`src/rtl/mcdf_arbiter.sv`:
```
// mcdf_arbiter: picks one of three slave channels by priority (round-robin on ties) and streams a whole packet to the formatter; define MCDF_ARB_STAT_EN for per-channel packet counters
module mcdf_arbiter #(
    parameter int DW    = 32,
    parameter int CNT_W = 6
) (
    input  logic          clk_i,
    input  logic          rstn_i,
    input  logic          slv0_val_i,
    input  logic          slv1_val_i,
    input  logic          slv2_val_i,
    input  logic [DW-1:0] slv0_data_i,
    input  logic [DW-1:0] slv1_data_i,
    input  logic [DW-1:0] slv2_data_i,
    input  logic [1:0]    slv0_prio_i,
    input  logic [1:0]    slv1_prio_i,
    input  logic [1:0]    slv2_prio_i,
    input  logic [2:0]    slv0_pkglen_i,
    input  logic [2:0]    slv1_pkglen_i,
    input  logic [2:0]    slv2_pkglen_i,
    output logic          slv0_ack_o,
    output logic          slv1_ack_o,
    output logic          slv2_ack_o,
    input  logic          f2a_id_req_i,
    input  logic          f2a_ack_i,
`ifdef MCDF_ARB_STAT_EN
    output logic [15:0]   stat0_pkts_o,
    output logic [15:0]   stat1_pkts_o,
    output logic [15:0]   stat2_pkts_o,
`endif
    output logic          a2f_val_o,
    output logic [1:0]    a2f_id_o,
    output logic [DW-1:0] a2f_data_o,
    output logic [2:0]    a2f_pkglen_sel_o,
    output logic          a2f_end_o
);

    typedef enum logic {IDLE, XFER} state_t;

    state_t state, state_nx;

    // Entry 3 is a dummy channel so a 2-bit id can index without range issues
    logic [3:0]       v;
    logic [DW-1:0]    d  [4];
    logic [1:0]       p  [4];
    logic [2:0]       pl [4];
    logic [1:0]       gnt, rr_last, win, min_p, c;
    logic [CNT_W-1:0] cnt, len;
    logic [2:0]       ack;
    logic             grant, beat, last;

    assign v     = {1'b0, slv2_val_i, slv1_val_i, slv0_val_i};
    assign d[0]  = slv0_data_i;
    assign d[1]  = slv1_data_i;
    assign d[2]  = slv2_data_i;
    assign d[3]  = '0;
    assign p[0]  = slv0_prio_i;
    assign p[1]  = slv1_prio_i;
    assign p[2]  = slv2_prio_i;
    assign p[3]  = 2'd3;
    assign pl[0] = slv0_pkglen_i;
    assign pl[1] = slv1_pkglen_i;
    assign pl[2] = slv2_pkglen_i;
    assign pl[3] = 3'd0;

    assign grant      = (state == IDLE) && f2a_id_req_i && (|v[2:0]);
    assign a2f_id_o   = gnt;
    assign a2f_end_o  = last;
    assign slv0_ack_o = ack[0];
    assign slv1_ack_o = ack[1];
    assign slv2_ack_o = ack[2];

    function automatic logic [CNT_W-1:0] len_of(input logic [2:0] sel);
        return sel == 3'd0 ? CNT_W'(4) : sel == 3'd1 ? CNT_W'(8) : sel == 3'd2 ? CNT_W'(16) : CNT_W'(32);
    endfunction

    // Winner: lowest prio among valid channels; scanning the rr order backwards leaves the first tied channel after rr_last
    always_comb begin
        min_p = 2'd3;
        win   = 2'd0;
        c     = 2'd0;
        for (int i = 0; i < 3; i++)
            if (v[i] && p[i] < min_p) min_p = p[i];
        for (int k = 3; k >= 1; k--) begin
            c = 2'((int'(rr_last) + k) % 3);
            if (v[c] && p[c] == min_p) win = c;
        end
    end

    // State register
    always_ff @(posedge clk_i or negedge rstn_i)
        if (!rstn_i) state <= IDLE;
        else         state <= state_nx;

    // Next state and beat-level outputs, all combinational from the granted channel
    always_comb begin
        state_nx   = state;
        a2f_val_o  = 1'b0;
        a2f_data_o = '0;
        beat       = 1'b0;
        last       = 1'b0;
        ack        = 3'b000;
        if (state == XFER) begin
            a2f_val_o  = v[gnt];
            a2f_data_o = d[gnt];
            beat       = a2f_val_o & f2a_ack_i;
            ack        = {2'b00, beat} << gnt;
            last       = beat && (cnt == len - 1'b1);
            state_nx   = last ? IDLE : XFER;
        end else begin
            state_nx   = grant ? XFER : IDLE;
        end
    end

    // Grant bookkeeping and beat counter; prio/pkglen are only sampled at grant time
    always_ff @(posedge clk_i or negedge rstn_i)
        if (!rstn_i) begin
            gnt              <= 2'd3;
            a2f_pkglen_sel_o <= 3'd0;
            len              <= '0;
            cnt              <= '0;
            rr_last          <= 2'd2;
        end else if (grant) begin
            gnt              <= win;
            a2f_pkglen_sel_o <= pl[win];
            len              <= len_of(pl[win]);
            cnt              <= '0;
            rr_last          <= win;
        end else if (last) begin
            gnt              <= 2'd3;
            cnt              <= '0;
        end else if (beat) begin
            cnt              <= cnt + 1'b1;
        end

`ifdef MCDF_ARB_STAT_EN
    // Completed-packet counters, bumped on each channel's end beat and wrapping naturally
    always_ff @(posedge clk_i or negedge rstn_i)
        if (!rstn_i) begin
            stat0_pkts_o <= '0;
            stat1_pkts_o <= '0;
            stat2_pkts_o <= '0;
        end else begin
            if (last && ack[0]) stat0_pkts_o <= stat0_pkts_o + 1'b1;
            if (last && ack[1]) stat1_pkts_o <= stat1_pkts_o + 1'b1;
            if (last && ack[2]) stat2_pkts_o <= stat2_pkts_o + 1'b1;
        end
`endif

endmodule

```
`config.mk`:
```
export PLATFORM = sky130hd
export DESIGN_NAME = mcdf_arbiter
export DESIGN_NICKNAME = d
export VERILOG_FILES = /design/src/rtl/mcdf_arbiter.sv
export SDC_FILE = /design/constraint.sdc
export NUM_CORES = 1
export LEC_CHECK = 0
export ABC_AREA = 1
export CELL_PAD_IN_SITES_DETAIL_PLACEMENT = 1
export CELL_PAD_IN_SITES_GLOBAL_PLACEMENT = 1
export CORE_MARGIN = 10
export CORE_UTILIZATION = 24
export CTS_CLUSTER_DIAMETER = 60
export DETAILED_ROUTE_END_ITERATION = 16
export GPL_TIMING_DRIVEN = 1
export PLACE_DENSITY_LB_ADDON = 0.15
export REMOVE_ABC_BUFFERS = 1
export SLEW_MARGIN = 40
export SYNTH_ARGS = -nofsm -noshare
export SYNTH_HDL_FRONTEND = slang
export SYNTH_SLANG_ARGS = --single-unit
```
`constraint.sdc`:
```
create_clock -name clk_i -period 4.93 [get_ports clk_i]
set_input_delay 0.986 -clock clk_i [delete_from_list [all_inputs] [get_ports clk_i]]
set_output_delay 0.986 -clock clk_i [all_outputs]
set_load 0.02 [all_outputs]
```
* Word level (Yosys, flattened, before mapping)
Cells that the tools add are included.
** Cells by class
- Div/mod/pow operators :: 3
- Bitwise logic cells :: 7
- Shift operators :: 1
- Equal/unequal tests :: 6
- Multiplexer cells :: 45
- $lt $le $gt $ge :: 12
- Add/subtract/negate cells :: 5
- Reductions and logical operators :: 13
** Operators by type and width (count)
- modulo 32 x 3 -> 32 bit, second input constant :: 3
- two-way mux 32 bit :: 3
- binary-select mux 32 bit (select 2 bit) :: 1
- two-way mux 6 bit :: 6
- two-way mux 2 bit :: 14
- greater-or-equal comparator 3 bit, second input constant :: 5
- inverter 2 -> 3 bit :: 5
- binary-select mux 2 bit (select 2 bit) :: 3
- < comparator 2 x 3 -> 1 bit, second input constant :: 4
- two-way mux 1 bit :: 10
- logical AND 1 bit :: 9
- two-way mux 3 bit :: 3
- binary-select mux 1 bit (select 2 bit) :: 4
- adder 2 x 2 -> 3 bit, second input constant :: 2
- adder 6 x 1 -> 6 bit, second input constant :: 1
- binary-select mux 3 bit (select 2 bit) :: 1
- == test 2 bit :: 3
- == test 6 bit :: 1
- subtractor 6 x 1 -> 6 bit, second input constant :: 1
- < comparator 2 bit :: 2
- adder 2 x 1 -> 3 bit, second input constant :: 1
- == test 3 x 1 -> 1 bit, second input constant :: 1
- == test 3 x 2 -> 1 bit, second input constant :: 1
- logical NOT 3 bit :: 1
- other kinds (7) :: 7
** Storage, ports and cells
- Register bits :: 20
- Bits of input ports :: 118

* Depth between registers and ports, before layout
- Depth after elaboration :: 22
- Depth in mapped cells :: 27
- Depth with buffers taken out :: 27

* Worst setup path before layout
No wires, ideal clock.
- Path kind :: input-to-reg
- From :: input slv0_val_i
- To :: register len[3]
- Setup slack :: 1585 ps
- Setup time :: 117 ps
- Cell stages on the path :: 24
- Data arrival time :: 3227 ps
- Data required time :: 4813 ps
- Cells stage by stage :: inv_1 > nor2_1 > ha_1 > nand2_2 > nand2_2 > o21ai_1 > inv_1 > ha_1 > nor2_1 > nand3_1 > nand2_4 > nor2_4 > nor2_4 > nand2_2 > o21ai_2 > inv_1 > nand2_2 > nand2_4 > inv_4 > nand2_1 > nand2_1 > nor2_1 > nand2_1 > nand2_1
** Between the ends
- Longest elaborated chain between the ends :: 20
** RTL lines
- start, declared :: RTL line 8 : input logic slv0_val_i,
- logical AND 1 bit :: RTL line 82 : if (v[i] && p[i] < min_p) min_p = p[i];
- two-way mux 2 bit :: RTL line 82
- < comparator 2 bit :: RTL line 82
- logical AND 1 bit :: RTL line 82
- two-way mux 2 bit :: RTL line 82
- < comparator 2 bit :: RTL line 82
- logical AND 1 bit :: RTL line 82
- two-way mux 2 bit :: RTL line 82
- == test 2 bit :: RTL line 85 : if (v[c] && p[c] == min_p) win = c;
- logical AND 1 bit :: RTL line 85
- two-way mux 2 bit (3 in a row) :: RTL line 85
- inverter 2 -> 3 bit (not written as such) :: RTL line 125 : len <= len_of(pl[win]);
- binary-select mux 3 bit (select 2 bit) :: RTL line 125
- two-way mux 3 bit (not written as such) (2 in a row) :: RTL line 125
- == test 3 x 1 -> 1 bit :: RTL line 73 : return sel == 3'd0 ? CNT_W'(4) : sel == 3'd1 ? CNT_W'(8) : sel == 3'd2 ? CNT_W'(16) : CNT_W'(32);
- two-way mux 6 bit (2 in a row) :: RTL line 73
- end signal, assigned :: RTL line 125
- end, declared :: RTL line 47 : logic [CNT_W-1:0] cnt, len;
Parallel ways exist; a longest one is shown, timed or not. The select of a mux whose other input is x is not followed.
A chain may end at the register's enable or synchronous reset.

* Worst setup path after layout
- From :: input slv1_val_i
- To :: output slv1_ack_o
** Between the ends
- Longest elaborated chain between the ends :: 5
** RTL lines
- start, declared :: RTL line 9 : input logic slv1_val_i,
- binary-select mux 1 bit (select 2 bit) :: RTL line 103 : a2f_val_o = v[gnt];
- two-way mux 1 bit (not written as such) :: RTL line 103
- AND 1 bit :: RTL line 105 : beat = a2f_val_o & f2a_ack_i;
- left shift 1 x 2 -> 3 bit :: RTL line 106 : ack = {2'b00, beat} << gnt;
- two-way mux 3 bit :: RTL line 102 : if (state == XFER) begin
- end, declared :: RTL line 21 : output logic slv1_ack_o,
No other way between the ends. The select of a mux whose other input is x is not followed.

==> results.toml <==
[grt]
grt_usage_pct = 16.8
global_route_wire_length_before_repair_um = 19500
pin_count_of_the_biggest_net_entering_global_routing = 36
globalRouteOverflowTotal = 0
first_global_vias = 3415
antenna_found_initial = 0

[clock_tree]
ctsLongestPathBuffers = 2
cts_max_level = 1
clkSinkCount = 18
post-cts-setup-buffer-count = 0
cts_resized = 0
cts-buffers-inserted = 3
cts_hold_buffers = 0
clkSlewWorstSetupHoldPaths_ns = 0.07
tritoncts = "yes"
ctsRootBufferMaster = "sky130_fd_sc_hd__clkbuf_8"
clk_latency_ns = 0.26

[timing]
max_slew.worst_pin.slew_ns = 0.619
final.setup_skew_ns = 0.00323
finalMaxSlewViolations = 0
fin_tns_setup_ns = 0
timing.final.setup_violations = 0
timing.final.crit_share_pct = 86.2
finalHoldViolCount = 0
grt_setup_unrepaired = "no"
post-route-min-period_ns = 4.25
max_clock_freq_mhz = 235
slew-limit-headroom_pct = 58.6

[layout]
syn2layout_area_growth_pct = 76.1
final_cells = 665
layout-drive-gt1-share_pct = 10.3
fillerInstances = 1206
nets = 661
antenna-diode-count = 0

[pwr]
internal_power_uw = 1050
power.clock.fraction_pct = 5.2
power-per-cell-area_nw_per_um2 = 568
irDropWorstVdd_v = 0.000268
static-leakage-power_uw = 0.00172
power.share.combinational_pct = 83.5
power_frac_seq_pct = 11.3
power_switching_uw = 1270
switching_part_of_the_total_power_pct = 54.9

[synthesis]
ys_warn_count = 0
synthDominantAreaCellType = "sky130_fd_sc_hd__dfrtp_1"
post-synth-top-area-fraction_pct = 16.2
synth_enable_flop_cells = 0
async_flop_share_pct = 100
postSynth.topFlopCell = "sky130_fd_sc_hd__dfrtp_1"
post_synth_instance_area_um2 = 2320
synth-seq-cells = 18
syn-mean-instance-area_um2 = 5.97
synth_top_cells_by_area = "sky130_fd_sc_hd__dfrtp_1 (16%), sky130_fd_sc_hd__o21ai_0 (16%), sky130_fd_sc_hd__nand3_1 (9.7%)"
syn_inst = 389
synth-seq-area-share_pct = 19.6
yosys.cell_types.count = 35

[outcome]
status = "finished, final reports clean"

[drt]
drt_drc_violations_left = 0
router_iterations_before_antenna_repair = 4
detailedRoute.firstIterationViolations = 141
routed_wire_length_um = 12600
avgViaCountPerCell = 4.97
routed-via-count = 3305
avg_wl_per_cell_um = 19.0
route.antenna.remaining_nets = 0

[placement]
port_buffer_cells = 159
place.gp.congestion = 0.830
placed_cells = 661
place_hpwl_um = 10500

[worst_setup_path]
cp.required_ns = 3.94
worst_r2r_path_depth = 18
criticalPathCategory = "input port to output pin"
timing.critical_path.arrival_ns = 3.26
critical_path.max_fanout = 5
critPathLaunchType = "input port"
worstSetupEndpointType = "output pin"

[floorplan]
die_ar_um2 = 14000
die_h_um = 118
fp-row-count = 35
initial_core_util_pct = 24.9
floorplan.core_area_um2 = 9330
floorplan.die.width_um = 118
io_pins = 160

[worst_hold_path]
worst_hold_path.num_cells = 2
hold_class = "flip-flop to flip-flop"

[run]
max-cap-violations = 0
==> metal layers <==
metal | track usage [%] | vias to the layer above | share of wire, %
li1 | - | 1585 | -
met1 | 19.7 | 1615 | 41
met2 | 31.1 | 93 | 52
met3 | 3.05 | 12 | 5.6
met4 | 2.86 | 0 | 1.3
met5 | 0 | - | 0
==> power by group through the flow <==
stage | logic [uW] | clock network [uW] | registers [uW]
floorplan | 1100 | 0 | 306
global placement | 1920 | 0 | 265
detailed placement | 1960 | 0 | 267
CTS | 1970 | 127 | 264
global route | 2120 | 131 | 273
finish | 1940 | 122 | 262
==> cells in the final DEF (no fill, tap or decap), types with 2 or more instances in the layout <==
cell type,n
sky130_fd_sc_hd__nand2_2,18
sky130_fd_sc_hd__inv_2,4
sky130_fd_sc_hd__dfstp_2,3
sky130_fd_sc_hd__xor2_1,6
sky130_fd_sc_hd__xnor2_1,2
sky130_fd_sc_hd__clkbuf_8,4
sky130_fd_sc_hd__nand3_2,4
sky130_fd_sc_hd__dfrtp_1,15
sky130_fd_sc_hd__o21ai_0,73
sky130_fd_sc_hd__buf_4,5
sky130_fd_sc_hd__a21oi_1,12
sky130_fd_sc_hd__nor4_1,3
sky130_fd_sc_hd__nor2_4,2
sky130_fd_sc_hd__clkdlybuf4s50_1,158
sky130_fd_sc_hd__o22ai_1,7
sky130_fd_sc_hd__ha_1,6
sky130_fd_sc_hd__inv_1,35
sky130_fd_sc_hd__nand2_1,52
sky130_fd_sc_hd__o211ai_1,2
sky130_fd_sc_hd__nor2_2,4
sky130_fd_sc_hd__o21a_1,2
sky130_fd_sc_hd__nand2_4,5
sky130_fd_sc_hd__nor3_1,3
sky130_fd_sc_hd__o21ai_1,2
sky130_fd_sc_hd__nand3_1,45
sky130_fd_sc_hd__nor2_1,52
sky130_fd_sc_hd__nand4_1,2
==> critical path, cell delays in order <==
cell and delay (ns):
sky130_fd_sc_hd__clkdlybuf4s50_1 0.54, sky130_fd_sc_hd__inv_2 0.08, sky130_fd_sc_hd__a21oi_1 0.12, sky130_fd_sc_hd__o21ai_0 0.12
sky130_fd_sc_hd__nand2_1 0.09, sky130_fd_sc_hd__nand2_1 0.11, sky130_fd_sc_hd__nor2_1 0.31, sky130_fd_sc_hd__inv_1 0.16
sky130_fd_sc_hd__nor2_1 0.11, sky130_fd_sc_hd__clkdlybuf4s50_1 0.64
==> worst paths after layout <==
check / start / end / slack [ns]
max in group asynchronous: rstn_i / a2f_id_o[0] / 3.96
min in group asynchronous: rstn_i / cnt[0] / 0.65
hold / removal: a2f_pkglen_sel_o[2] / a2f_pkglen_sel_o[2] / 0.49
setup / recovery: slv1_val_i / slv1_ack_o / 0.68
hold reg to reg: a2f_pkglen_sel_o[2] / a2f_pkglen_sel_o[2] / 0.49
setup reg to reg: rr_last[0] / len[4] / 2.14
==> registers in the layout, summed over array words and instances, names as in the netlist <==
signal	flops
cnt	6
len	4
a2f_pkglen_sel_o	3
state	1
a2f_id_o	2
rr_last	2
==> kinds of logic after synthesis <==
family	after synthesis	share of synthesized area, %
AO/OA/AOI/OAI	103	23.7
buffers and inverters	62	10.4
XOR/XNOR	8	3.02
flip-flops	18	19.6
AND/OR/NAND/NOR	192	40.1
adder cells (fa/ha/maj)	6	3.23
==> through the flow <==
step,hold slack [ns],util [%],power (uW),area (um2),worst slack [ns]
global route,0.526,43.8,2530,4090,0.430
global placement,0.467,43.3,2180,4040,0.635
CTS,0.498,43.9,2360,4090,0.652
detailed placement,0.471,43.3,2230,4040,0.540
floorplan,0.468,-,1410,2240,1.29
finish,0.488,43.8,2320,4090,0.682
==> final cells by class <==
cell class	count	area (um2)	share of cell area [%]
Inverter	41	158	3.86
Timing Repair Buffer	164	1620	39.7
Clock buffer	4	55.1	1.35
Multi-Input combinational cell	309	1640	40.0
Tap cell	129	161	3.95
Sequential cell	18	454	11.1
==> synth_stat cells (all sizes together), types with 4 or more instances <==
cell	instances
a21oi	13
inv	40
buf	4
o21ai	76
nor2	58
o22ai	7
xor2	6
nand3	49
ha	6
clkbuf	17
dfrtp	15
nand2	75
(Power assumes the default switching activity.)
